===== config.mk =====
export PLATFORM = sky130hd
export DESIGN_NAME = fetch_unit
export DESIGN_NICKNAME = d
export VERILOG_FILES = /design/src/rtl/fetch_unit.sv
export SDC_FILE = /design/constraint.sdc
export NUM_CORES = 1
export LEC_CHECK = 0
export ABC_AREA = 1
export CAP_MARGIN = 20
export CELL_PAD_IN_SITES_DETAIL_PLACEMENT = 1
export CELL_PAD_IN_SITES_GLOBAL_PLACEMENT = 1
export CORE_MARGIN = 2
export CORE_UTILIZATION = 32
export DETAILED_ROUTE_END_ITERATION = 8
export HOLD_SLACK_MARGIN = 0.1
export PLACE_DENSITY_LB_ADDON = 0.08
export SYNTH_ARGS = -nofsm -noshare
export SYNTH_HDL_FRONTEND = slang
export SYNTH_SLANG_ARGS = --single-unit

===== constraint.sdc =====
create_clock -name clk -period 2.2 [get_ports clk]
set_input_delay 0.33 -clock clk [delete_from_list [all_inputs] [get_ports clk]]
set_output_delay 0.33 -clock clk [all_outputs]
set_load 0.01 [all_outputs]

===== src/rtl/fetch_unit.sv =====
// Instruction fetch stage: owns the program counter, tag-checks each line coming
// back from prog_mem and hands one instruction per cycle to execute over valid/ready.
module fetch_unit #(
  parameter int PROG_LEN = 7,
  parameter bit WRAP     = 1'b0
) (
  input  logic        clk,
  input  logic        rst,
  input  logic        start,
  output logic [3:0]  addr,
  input  logic [45:0] line,
  input  logic        redirect_valid,
  input  logic [3:0]  redirect_addr,
  output logic        out_valid,
  input  logic        out_ready,
  output logic [3:0]  out_pc,
  output logic [1:0]  out_type,
  output logic [3:0]  out_op,
  output logic [11:0] out_a,
  output logic [11:0] out_b,
  output logic [11:0] out_c,
  output logic        busy,
  output logic        done,
  output logic        err
);

  typedef enum logic [1:0] {
    IDLE  = 2'd0,
    RUN   = 2'd1,
    DRAIN = 2'd2,
    DONE  = 2'd3
  } state_t;

  localparam logic [3:0] LAST_PC = 4'(PROG_LEN - 1);
  localparam logic [4:0] LEN_W   = 5'(PROG_LEN);

  state_t      state_q, state_d;
  logic [3:0]  pc_q, pc_d;
  logic        ov_q, ov_d;
  logic        err_q, err_d;
  logic [3:0]  out_pc_q;
  logic [41:0] fields_q;
  logic        busy_q, done_q;
  logic        load_s, free_s, tag_ok_s, redir_ok_s;

  assign free_s     = !ov_q || out_ready;
  assign tag_ok_s   = (line[45:42] == pc_q);
  assign redir_ok_s = ({1'b0, redirect_addr} < LEN_W);

  // Next-state decisions; redirect outranks both fetch and stall.
  always_comb begin
    state_d = state_q;
    pc_d    = pc_q;
    ov_d    = ov_q;
    err_d   = err_q;
    load_s  = 1'b0;
    case (state_q)
      IDLE, DONE: begin
        if (start) begin
          pc_d    = 4'd0;
          err_d   = 1'b0;
          ov_d    = 1'b0;
          state_d = RUN;
        end else begin
          state_d = state_q;
        end
      end
      RUN, DRAIN: begin
        if (redirect_valid) begin
          ov_d = 1'b0;
          if (redir_ok_s) begin
            pc_d    = redirect_addr;
            state_d = RUN;
          end else begin
            err_d   = 1'b1;
            state_d = DONE;
          end
        end else if (state_q == DRAIN) begin
          if (ov_q && out_ready) begin
            ov_d    = 1'b0;
            state_d = DONE;
          end else begin
            ov_d = ov_q;
          end
        end else if (free_s) begin
          if (!tag_ok_s) begin
            ov_d    = 1'b0;
            err_d   = 1'b1;
            state_d = DONE;
          end else begin
            load_s = 1'b1;
            ov_d   = 1'b1;
            if (pc_q != LAST_PC) begin
              pc_d = pc_q + 4'd1;
            end else if (WRAP) begin
              pc_d = 4'd0;
            end else begin
              state_d = DRAIN;
            end
          end
        end else begin
          ov_d = ov_q;
        end
      end
      default: begin
        state_d = IDLE;
      end
    endcase
  end

  // State, pc, status and instruction output registers.
  always_ff @(posedge clk or negedge rst) begin
    if (!rst) begin
      state_q  <= IDLE;
      pc_q     <= 4'd0;
      ov_q     <= 1'b0;
      err_q    <= 1'b0;
      out_pc_q <= 4'd0;
      fields_q <= 42'd0;
      busy_q   <= 1'b0;
      done_q   <= 1'b0;
    end else begin
      state_q <= state_d;
      pc_q    <= pc_d;
      ov_q    <= ov_d;
      err_q   <= err_d;
      busy_q  <= (state_d == RUN) || (state_d == DRAIN);
      done_q  <= (state_d == DONE);
      if (load_s) begin
        out_pc_q <= pc_q;
        fields_q <= line[41:0];
      end
    end
  end

  assign addr      = pc_q;
  assign out_valid = ov_q;
  assign out_pc    = out_pc_q;
  assign out_type  = fields_q[41:40];
  assign out_op    = fields_q[39:36];
  assign out_a     = fields_q[35:24];
  assign out_b     = fields_q[23:12];
  assign out_c     = fields_q[11:0];
  assign busy      = busy_q;
  assign done      = done_q;
  assign err       = err_q;

endmodule


# Word-level counts from Yosys, hierarchy flattened
# Cells that the tools add are included.
# word_totals
input_bits	55
output_inout_bits	54
reg_bits	56
word_cells	72
# op_classes
n_eq_ne	18
n_addsub	1
reduce_logical	10
order_cmp	1
muxes	34
# ops
op	count
two-way mux 4 bit	7
inequality test 3 bit (second input constant)	7
two-way mux 2 bit	8
two-way mux 1 bit	15
equality test 2 bit (second input constant)	4
inequality test 4 bit (second input constant)	2
one-hot mux 4 bit (2 select lines)	1
AND reduction 6 bit	1
AND reduction 5 bit	1
adder 4 x 1 -> 4 bit (second input constant)	1
equality test 2 x 1 -> 1 bit (second input constant)	2
equality test 4 bit	1
less-than comparator 4 x 3 -> 1 bit (second input constant)	1
inequality test 4 x 3 -> 1 bit (second input constant)	1
one-hot mux 1 bit (2 select lines)	2
one-hot mux 2 bit (2 select lines)	1
OR reduction 2 bit	2
AND reduction 3 bit	1
logical NOT 2 bit	1
logical OR 1 bit	2
inequality test 2 bit (second input constant)	1
logical AND 1 bit	1
logical NOT 1 bit	1

# Longest topological paths before layout
# Gate-level depths: netlist of run 1.
# depth
ltp_word	9
depth_mapped	11
ltp_nobuf	10

# Least setup slack after synthesis of run 1
# OpenSTA, ideal clock, no wires.
# synth_timing
path_type	reg2reg
startpoint	reg state_q[0]
endpoint	reg busy_q (netlist: busy)
path_stages_with_launch	8
period_less_slack_ps	1801
arrival_time_ps	1675
n_path_buf	0
slack_ps	399
setup_time_ps	126
cell_sequence	dfrtp_1 inv_1 ha_1 inv_1 or2_2 o21a_1 a21oi_1 ha_1
# synth_via
elab_chain_len	8
word_cells_on_any_way	17
# synth_lines
item	line	text
start: declaration	37	state_t state_q, state_d;
start signal: assignment	123	state_q <= state_d;
two-way mux 2 bit	93	if (pc_q != LAST_PC) begin
two-way mux 2 bit	86	if (!tag_ok_s) begin
two-way mux 2 bit	85	end else if (free_s) begin
two-way mux 2 bit	78	end else if (state_q == DRAIN) begin
two-way mux 2 bit	69	if (redirect_valid) begin
one-hot mux 2 bit (2 select lines) *	57	case (state_q)
equality test 2 x 1 -> 1 bit / equality test 2 bit (equally long branches)	127	busy_q <= (state_d == RUN) || (state_d == DRAIN);
logical OR 1 bit *	127	
end signal: assignment	127	
end: declaration	43	logic busy_q, done_q;
# Mark *: on every way between the ends. The rest lies on a longest branch, timed or not.
# A chain may end at the register's enable or synchronous reset.

# Final worst setup path of run 1
# layout_timing
startpoint	reg state_q[0]
endpoint	reg fields_q[30]
# layout_via
elab_chain_len	4
word_cells_on_any_way	6
# layout_lines
item	line	text
equality test 2 bit	57, 78	
two-way mux 1 bit	78	
two-way mux 1 bit	69	
two-way mux 1 bit *	57	
end signal: assignment	131	fields_q <= line[41:0];
end: declaration	42	logic [41:0] fields_q;
# Marked as above.

==> results of run 1 <==
==> critical path, cell delays in order, from the launching register on <==
cell     delay, ps
dfrtp_1        410
inv_1           60
ha_1           360
nor2_1         210
inv_1          190
nor2_8         200
nand2_8        210
nand2_1        150
nand2_1         60
==> registers in the layout, summed over array words and instances (netlist names) <==
register / cells
busy: 1
state_q: 2
out_pc: 4
done: 1
out_valid: 1
addr: 4
err: 1
fields_q: 42
==> layer usage <==
| layer | part of all wire [%] | global-route usage (%) | vias to the layer above |
|---|---|---|---|
| met4 | 0.76 | 2.95 | 0 |
| met5 | 0 | 0 | - |
| met1 | 48 | 23.8 | 1218 |
| li1 | - | - | 1222 |
| met3 | 3.9 | 2.98 | 4 |
| met2 | 48 | 26.4 | 58 |
==> area by class of cell <==
class / count / area (um^2) / area share (%)
multi-input cells: 229 / 1230 / 30.0
repair buffers: 117 / 1170 / 28.4
well taps: 108 / 135 / 3.30
flip-flops and latches: 56 / 1400 / 34.2
inverters: 19 / 71.3 / 1.74
clock inverters: 1 / 7.51 / 0.183
clock buffers: 7 / 86.3 / 2.11
==> cells in the final DEF, fill, tap and decap left out, types with 2 or more instances in the layout <==
cell,synthesis,layout
nand2_1,127,127
clkdlybuf4s50_1,0,107
dfrtp_1,56,56
nand3_2,30,30
nand3_1,28,28
inv_1,15,15
nor2_1,15,14
clkbuf_8,0,6
o21ai_0,5,5
a21oi_1,5,5
ha_1,5,5
buf_4,4,5
inv_2,4,4
nor2_4,2,3
nand2_2,2,2
a211oi_1,2,2
buf_6,4,2
==> worst max-delay path by stage <==
stage                          from                        to  slack [ps]
5_1_grt        state_q[0]$_DFF_PN0_  fields_q[34]$_DFFE_PN0P_          -2
3_5_place_dp         redirect_valid  fields_q[30]$_DFFE_PN0P_         110
6_report       state_q[0]$_DFF_PN0_  fields_q[30]$_DFFE_PN0P_         210
4_1_cts        state_q[0]$_DFF_PN0_  fields_q[30]$_DFFE_PN0P_         110
2_1_floorplan  state_q[0]$_DFF_PN0_            busy$_DFF_PN0_         400
3_3_place_gp         redirect_valid  fields_q[19]$_DFFE_PN0P_         180
==> per-stage QoR <==
step	setup slack, ps	hold slack (ps)	total power [mW]	instances	util [%]
after floorplan	399	34.4	2.84	319	-
after global placement	179	359	4.13	528	45.8
after detailed placement	105	362	4.20	528	45.8
after CTS	113	482	4.81	537	47.0
after global routing	-2.32	513	5.13	537	47.2
final	211	478	4.74	537	47.2
==> power groups by stage <==
stage / registers (mW) / clock network [mW] / logic [mW]
CTS: 1.84 / 0.619 / 2.35
global placement: 1.84 / 0 / 2.29
finish: 1.83 / 0.599 / 2.31
global route: 1.91 / 0.656 / 2.56
floorplan: 2.04 / 0 / 0.801
detailed placement: 1.86 / 0 / 2.34
==> kinds of logic after synthesis <==
logic type / count (synthesis) / share of synthesized area (%)
XOR/XNOR: 1 / 0.307
AND/OR/NAND/NOR: 210 / 37.5
buffers and inverters: 34 / 8.45
adder cells (fa/ha/maj): 5 / 2.19
flip-flops: 56 / 49.0
AO/OA/AOI/OAI: 13 / 2.54
==> timing repair <==
action                                  4_1_cts  5_1_grt
resized for setup                             0        3
endpoints found under the setup margin        0       46
hold endpoints to repair                     56        0
hold buffers                                  1        0
==> flow_summary.yaml, run 1 <==
placement:
  dp_hpwl_um: 5690
  dpl_cell_area_um2: 3980
  globalplace.congestion: 0.903
  port_buffers: 108
final_layout:
  final_net_count: 488
  antenna_cells: 0
  fillers: 1038
  areaGrowthSynthToFinish_pct: 43.4
  fin_area_um2: 4100
  drive_gt1_share_pct: 13.8
route:
  drtPass1Iterations: 4
  drt_iter0_markers: 86
  wl_per_cell_um: 14.5
  wl_um: 7780
  vias_per_cell: 4.66
  remaining_drc_errors: 0
  num_vias: 2502
  drtAntennaViolNets: 0
yosys:
  yosys_warnings: 0
  synth_cell_types: 24
  synth.area.top_cells: "dfrtp_1, nand2_1, nand3_2, nand3_1, buf_12"
  synth_cells: 319
  avgSynthCellArea_um2: 8.96
  syn-cell-area_um2: 2860
  yosysTopAreaCell: "dfrtp_1"
  syn_nets: 379
  ys_ff_latch: 56
  yosysMostFrequentCell: "nand2_1"
  ys_top_cells_by_count: "nand2_1, dfrtp_1, nand3_2"
  async_reset_ff_share_pct: 100
  yosysSeqAreaShare_pct: 49.0
  synth_edf_count: 0
  ys.flop_type: "dfrtp_1"
  synth_top_area_share_pct: 49.0
power_and_ir_drop:
  clockPowerShare_pct: 12.6
  max-vdd-ir-drop_mv: 0.436
  p_sw_share_pct: 36.6
  p_leak_nw: 1.96
  switchingPower_mw: 1.74
  power_density_nw_per_um2: 1160
  p_comb_share_pct: 48.8
  intPower_mw: 3.01
  p_seq_share_pct: 38.6
clocking:
  cts_made_buffers: 5
  htreeDepth: 2
  cts_buffer_depth: 2
  path_clk_slew_ps: 110
  cts_root_buffer: "clkbuf_8"
  cts_tree: "built"
  post_cts_buffers: 0
  cts_num_sinks: 56
  clock_latency_ps: 300
die:
  die_y_um: 98.5
  die_x_um: 98.5
  fp-row-count: 34
  core_area_um2: 8680
  io_pins: 109
  start_util_pct: 32.9
  die-area_um2: 9700
status:
  status: "completed"
critical_path:
  required_ps: 2400
  critPathMaxFanout: 46
  rr_worst_depth: 8
  cp-end-kind: "flop"
  regToRegSetupSlack_ps: 210
  start_kind: "flop"
  reg2reg_to: "fields_q[30]$_DFFE_PN0P_"
  reg2reg_from: "state_q[0]$_DFF_PN0_"
  cp.arrival_ps: 2190
  crit_type: "reg2reg"
grt:
  grt.total_usage_pct: 16.5
  grt_first_pass_wirelength_um: 13100
  overflow: 0
  grt_start_max_net_pins: 57
  antenna_found_initial: 0
  grt_pass1_vias: 2579
min_path:
  min_from: "out_pc[2]$_DFFE_PN0P_"
  holdCritPathClass: "reg2reg"
  whs_endpoint: "out_pc[2]$_DFFE_PN0P_"
  hold_depth: 2
timing:
  maxSlewHeadroom_pct: 74.8
  finalCriticalPeriod_ps: 1990
  final-hold-violation-count: 0
  worst_pin_slew_ps: 377
  drv_slew: 0
  rsz0062_at_grt: "yes"
  max_freq_mhz: 503
  finClkSkew_ps: 7.53
  setup_viol: 0
  setup_tns_ps: 0
  fin_crit_sh_pct: 90.4
run:
  drv_cap: 0
Power figures use the tool's default switching activity.
==> inputs of run 2 (changes only) <==
--- a/config.mk
+++ b/config.mk
@@ -13,6 +13,7 @@
 export CORE_UTILIZATION = 32
 export DETAILED_ROUTE_END_ITERATION = 8
 export HOLD_SLACK_MARGIN = 0.1
+export MAX_ROUTING_LAYER = met4
 export PLACE_DENSITY_LB_ADDON = 0.08
 export SYNTH_ARGS = -nofsm -noshare
 export SYNTH_HDL_FRONTEND = slang
==> flow_summary.yaml, run 2 (same netlist as run 1, synthesis figures left out) <==
timing:
  worst_pin_slew_ps: 376
  drv_slew: 0
  rsz0062_at_grt: "no"
  setup_viol: 0
  final_critical_path_setup_slack_ps: 227
  finalCriticalPeriod_ps: 1970
  setup_tns_ps: 0
  finClkSkew_ps: 9.23
  final-hold-violation-count: 0
  max_freq_mhz: 507
  maxSlewHeadroom_pct: 74.8
  fin_crit_sh_pct: 89.7
placement:
  dp_hpwl_um: 5690
  dp_slack_ps: 105
  placed_cells: 528
  port_buffers: 108
  globalplace.congestion: 0.918
power_and_ir_drop:
  p_leak_nw: 1.96
  intPower_mw: 3.01
  p_sw_share_pct: 36.6
  p_comb_share_pct: 48.8
  p_seq_share_pct: 38.6
  clockPowerShare_pct: 12.6
  switchingPower_mw: 1.73
  power_density_nw_per_um2: 1160
  max-vdd-ir-drop_mv: 0.435
die:
  core_area_um2: 8680
  fp-row-count: 34
  start_util_pct: 32.9
  die_y_um: 98.5
  io_pins: 109
  die_x_um: 98.5
  die-area_um2: 9700
route:
  drtAntennaViolNets: 0
  num_vias: 2498
  remaining_drc_errors: 0
  drtPass1Iterations: 4
  wl_um: 7750
  wl_per_cell_um: 14.4
  vias_per_cell: 4.65
  drt_iter0_markers: 88
final_layout:
  final_cell_mix: "nand2_1, clkdlybuf4s50_1, dfrtp_1"
  fin_util_pct: 47.2
  antenna_cells: 0
  final_common_cell: "nand2_1"
  areaGrowthSynthToFinish_pct: 43.4
  top_register: "fields_q"
  drive_gt1_share_pct: 13.8
  largest_register_ffs: 42
  finalNonFillerCells: 537
  final_net_count: 488
grt:
  grt_first_pass_wirelength_um: 13100
  overflow: 0
  grt_pass1_vias: 2583
  grt.total_usage_pct: 17.0
  grt_start_max_net_pins: 57
  antenna_found_initial: 0
critical_path:
  required_ps: 2400
  cp-end-kind: "flop"
  cp.arrival_ps: 2170
  critPathMaxFanout: 6
  start_kind: "flop"
  crit_type: "reg2reg"
clocking:
  cts_tree: "built"
  path_clk_slew_ps: 110
  cts_made_buffers: 5
  cts_num_sinks: 56
  cts_buffer_depth: 2
  htreeDepth: 2
  cts_root_buffer: "clkbuf_8"
  clock_latency_ps: 300
status:
  status: "completed"
run:
  drv_cap: 0
min_path:
  holdCritPathClass: "reg2reg"
run 2: cell counts in the layout (fill, tap and decap cells not counted):
Identical to the previous run, type by type.
run 2: cell type report:
class                      count  area, um^2
timing repair buffer         117        1170
tap                          108         135
fill                        1038        4580
multi-input combinational    229        1230
inverter                      19        71.3
clock buffer                   7        86.3
clock inverter                 1        7.51
sequential                    56        1400
run 2: worst max-delay path, stage by stage (launching register included):
cell and delay [ps]:
dfrtp_1 410, inv_1 60, ha_1 370, inv_1 130, or2_2 340, o21a_1 200
a21oi_1 130, ha_1 240
run 2: timing repair:
action / 4_1_cts / 5_1_grt
setup endpoints to repair: 0 / 46
setup buffers: 0 / 0
resized for setup: 0 / 3
hold buffers: 1 / 0
endpoints found under the hold margin: 56 / 0
run 2: per-stage QoR:
| step | area [um^2] | power (mW) | hold WS [ps] |
|---|---|---|---|
| floorplan | 2860 | 2.84 | 34.4 |
| global placement | 3980 | 4.13 | 359 |
| detailed placement | 3980 | 4.20 | 362 |
| CTS | 4080 | 4.81 | 482 |
| global route | 4100 | 5.13 | 513 |
| finish | 4100 | 4.74 | 478 |
run 2: power by group through the flow:
| stage | clock network (mW) | registers (mW) | logic, mW |
|---|---|---|---|
| finish | 0.599 | 1.83 | 2.31 |
| detailed placement | 0 | 1.86 | 2.34 |
| global route | 0.656 | 1.91 | 2.56 |
| CTS | 0.619 | 1.84 | 2.35 |
| floorplan | 0 | 2.04 | 0.801 |
| global placement | 0 | 1.84 | 2.29 |
run 2: worst paths after layout:
kind	startpoint	endpoint	slack, ps	cells after the start
hold reg to reg	out_pc[2]$_DFFE_PN0P_	out_pc[2]$_DFFE_PN0P_	480	2
setup reg to reg	state_q[0]$_DFF_PN0_	busy$_DFF_PN0_	230	7
hold / removal	out_pc[2]$_DFFE_PN0P_	out_pc[2]$_DFFE_PN0P_	480	2
max in group asynchronous	rst	state_q[1]$_DFF_PN0_	1390	3
setup / recovery	state_q[0]$_DFF_PN0_	busy$_DFF_PN0_	230	7
min in group asynchronous	rst	fields_q[30]$_DFFE_PN0P_	550	3
run 2: layer usage:
layer	vias up	wire (um)	track usage [%]
li1	1223	-	-
met1	1209	3630	23.7
met2	60	3750	26.4
met3	6	317	2.98
met4	0	55	2.95
met5	-	0	-
==> inputs of run 3 (changes only) <==
--- a/config.mk
+++ b/config.mk
@@ -15,6 +15,7 @@
 export HOLD_SLACK_MARGIN = 0.1
 export MAX_ROUTING_LAYER = met4
 export PLACE_DENSITY_LB_ADDON = 0.08
+export RECOVER_POWER = 100
 export SYNTH_ARGS = -nofsm -noshare
 export SYNTH_HDL_FRONTEND = slang
 export SYNTH_SLANG_ARGS = --single-unit
==> constraint.sdc (replaced) <==
create_clock -name clk -period 2.2 [get_ports clk]
set_input_delay 0.55 -clock clk [delete_from_list [all_inputs] [get_ports clk]]
set_output_delay 0.55 -clock clk [all_outputs]
set_load 0.01 [all_outputs]
==> flow_summary.yaml, run 3 (same netlist as run 1, synthesis figures left out) <==
placement:
  dpl_cell_area_um2: 4030
  globalplace.congestion: 0.792
  dp_slack_ps: -18.3
  port_buffers: 108
  dp_hpwl_um: 5730
final_layout:
  largest_register_ffs: 42
  top_register: "fields_q"
  antenna_cells: 0
  multiInputGateArea_um2: 1190
  final_cell_mix: "nand2_1, dfrtp_1, dlygate4sd3_1"
  drive_gt1_share_pct: 13.0
  final_common_cell: "nand2_1"
  areaGrowthSynthToFinish_pct: 42.9
  final-seq-area_um2: 1400
  fin_area_um2: 4080
  fillers: 1028
  final_net_count: 491
timing:
  rsz0062_at_grt: "no"
  setup_viol: 0
  finClkSkew_ps: 16.7
  fin_crit_sh_pct: 93.7
  final_critical_path_setup_slack_ps: 139
  max_freq_mhz: 485
  final-hold-violation-count: 0
  drv_slew: 0
  worst_pin_slew_ps: 1160
  finalCriticalPeriod_ps: 2060
  maxSlewHeadroom_pct: 22.8
  setup_tns_ps: 0
critical_path:
  slowest_stage: "dlygate4sd3_1"
  start_kind: "flop"
  required_ps: 1650
  cp-end-kind: "primary output"
  critPathMaxFanout: 8
  crit_family: "buffers and inverters"
  path_buf_inv: 1
  critPathMaxStageDelay_ps: 660
  crit_chain: "dlygate4sd3_1"
  cp.arrival_ps: 1510
  crit_type: "reg2out"
die:
  core_area_um2: 8680
  io_pins: 109
  die-area_um2: 9700
  die_y_um: 98.5
  fp-row-count: 34
  die_x_um: 98.5
  start_util_pct: 32.9
status:
  status: "completed"
route:
  num_vias: 2470
  drtPass1Iterations: 4
  wl_um: 7590
  vias_per_cell: 4.57
  drt_iter0_markers: 80
  drtAntennaViolNets: 0
  remaining_drc_errors: 0
  wl_per_cell_um: 14.1
clocking:
  cts_num_sinks: 56
  cts_made_buffers: 5
  cts_buffer_depth: 2
  path_clk_slew_ps: 100
  clock_latency_ps: 320
  cts_tree: "built"
  post_cts_buffers: 0
  cts_root_buffer: "clkbuf_8"
  htreeDepth: 2
  cts_resized: 0
  postCtsHoldBufs: 0
power_and_ir_drop:
  p_sw_share_pct: 37.4
  switchingPower_mw: 1.69
  p_leak_nw: 2.06
  intPower_mw: 2.82
  max-vdd-ir-drop_mv: 0.400
  power_density_nw_per_um2: 1110
  clockPowerShare_pct: 13.3
  p_comb_share_pct: 46.7
  p_seq_share_pct: 40.0
grt:
  antenna_found_initial: 0
  grt_start_max_net_pins: 38
  grt.total_usage_pct: 16.4
  grt_pass1_vias: 2559
  grt_first_pass_wirelength_um: 12500
  overflow: 0
run:
  drv_cap: 0
min_path:
  holdCritPathClass: "in2async"
## run 3: per-layer routing
layer  vias up  track usage (%)  part of all wire [%]
met5         -                -                     0
met2        61             26.9                    48
met3         7             2.48                   3.9
li1       1238                -                     -
met4         0             4.43                   1.2
met1      1164             21.3                    47
## run 3: cell type report
type / count / share of cell area (%)
multi-input cells: 229 / 29.2
clock inverters: 2 / 0.337
repair buffers: 120 / 29.1
flip-flops and latches: 56 / 34.3
inverters: 19 / 1.75
well taps: 108 / 3.31
clock buffers: 6 / 2.02
## run 3: path summary, 6_finish.rpt
kind | slack (ps) | to | cells after the start | startpoint
max | 140 | addr[0] | 1 | addr[0]$_DFFE_PN0P_
min reg2reg | 470 | out_pc[2]$_DFFE_PN0P_ | 2 | out_pc[2]$_DFFE_PN0P_
max reg2reg | 180 | busy$_DFF_PN0_ | 7 | state_q[0]$_DFF_PN0_
min | 430 | fields_q[30]$_DFFE_PN0P_ | 1 | rst
min in group clk | 470 | out_pc[2]$_DFFE_PN0P_ | 2 | out_pc[2]$_DFFE_PN0P_
max in group asynchronous | 990 | addr[1]$_DFFE_PN0P_ | 2 | rst
## run 3: power by group through the flow
stage / sequential [mW] / combinational, mW / clock (mW)
global placement: 1.85 / 2.29 / 0
detailed placement: 1.86 / 2.34 / 0
global route: 1.89 / 2.34 / 0.668
CTS: 1.84 / 2.35 / 0.634
finish: 1.81 / 2.11 / 0.602
floorplan: 2.04 / 0.801 / 0
## run 3: worst reg2reg max path: cells and delay by family, from the launching register on
family                   cells  cell delay [ps]
flip-flops                   1              420
AO/OA/AOI/OAI                2              340
AND/OR/NAND/NOR              1              350
adder cells (fa/ha/maj)      2              620
buffers and inverters        2              190
## run 3: per-stage QoR
| step | utilization [%] | cells | hold slack, ps | total power, mW |
|---|---|---|---|---|
| finish | 47.1 | 540 | 432 | 4.51 |
| global route | 47.1 | 540 | 490 | 4.89 |
| CTS | 47.6 | 540 | 184 | 4.82 |
| detailed placement | 46.5 | 532 | 459 | 4.20 |
| global placement | 46.5 | 532 | 454 | 4.13 |
| floorplan | - | 319 | 254 | 2.84 |
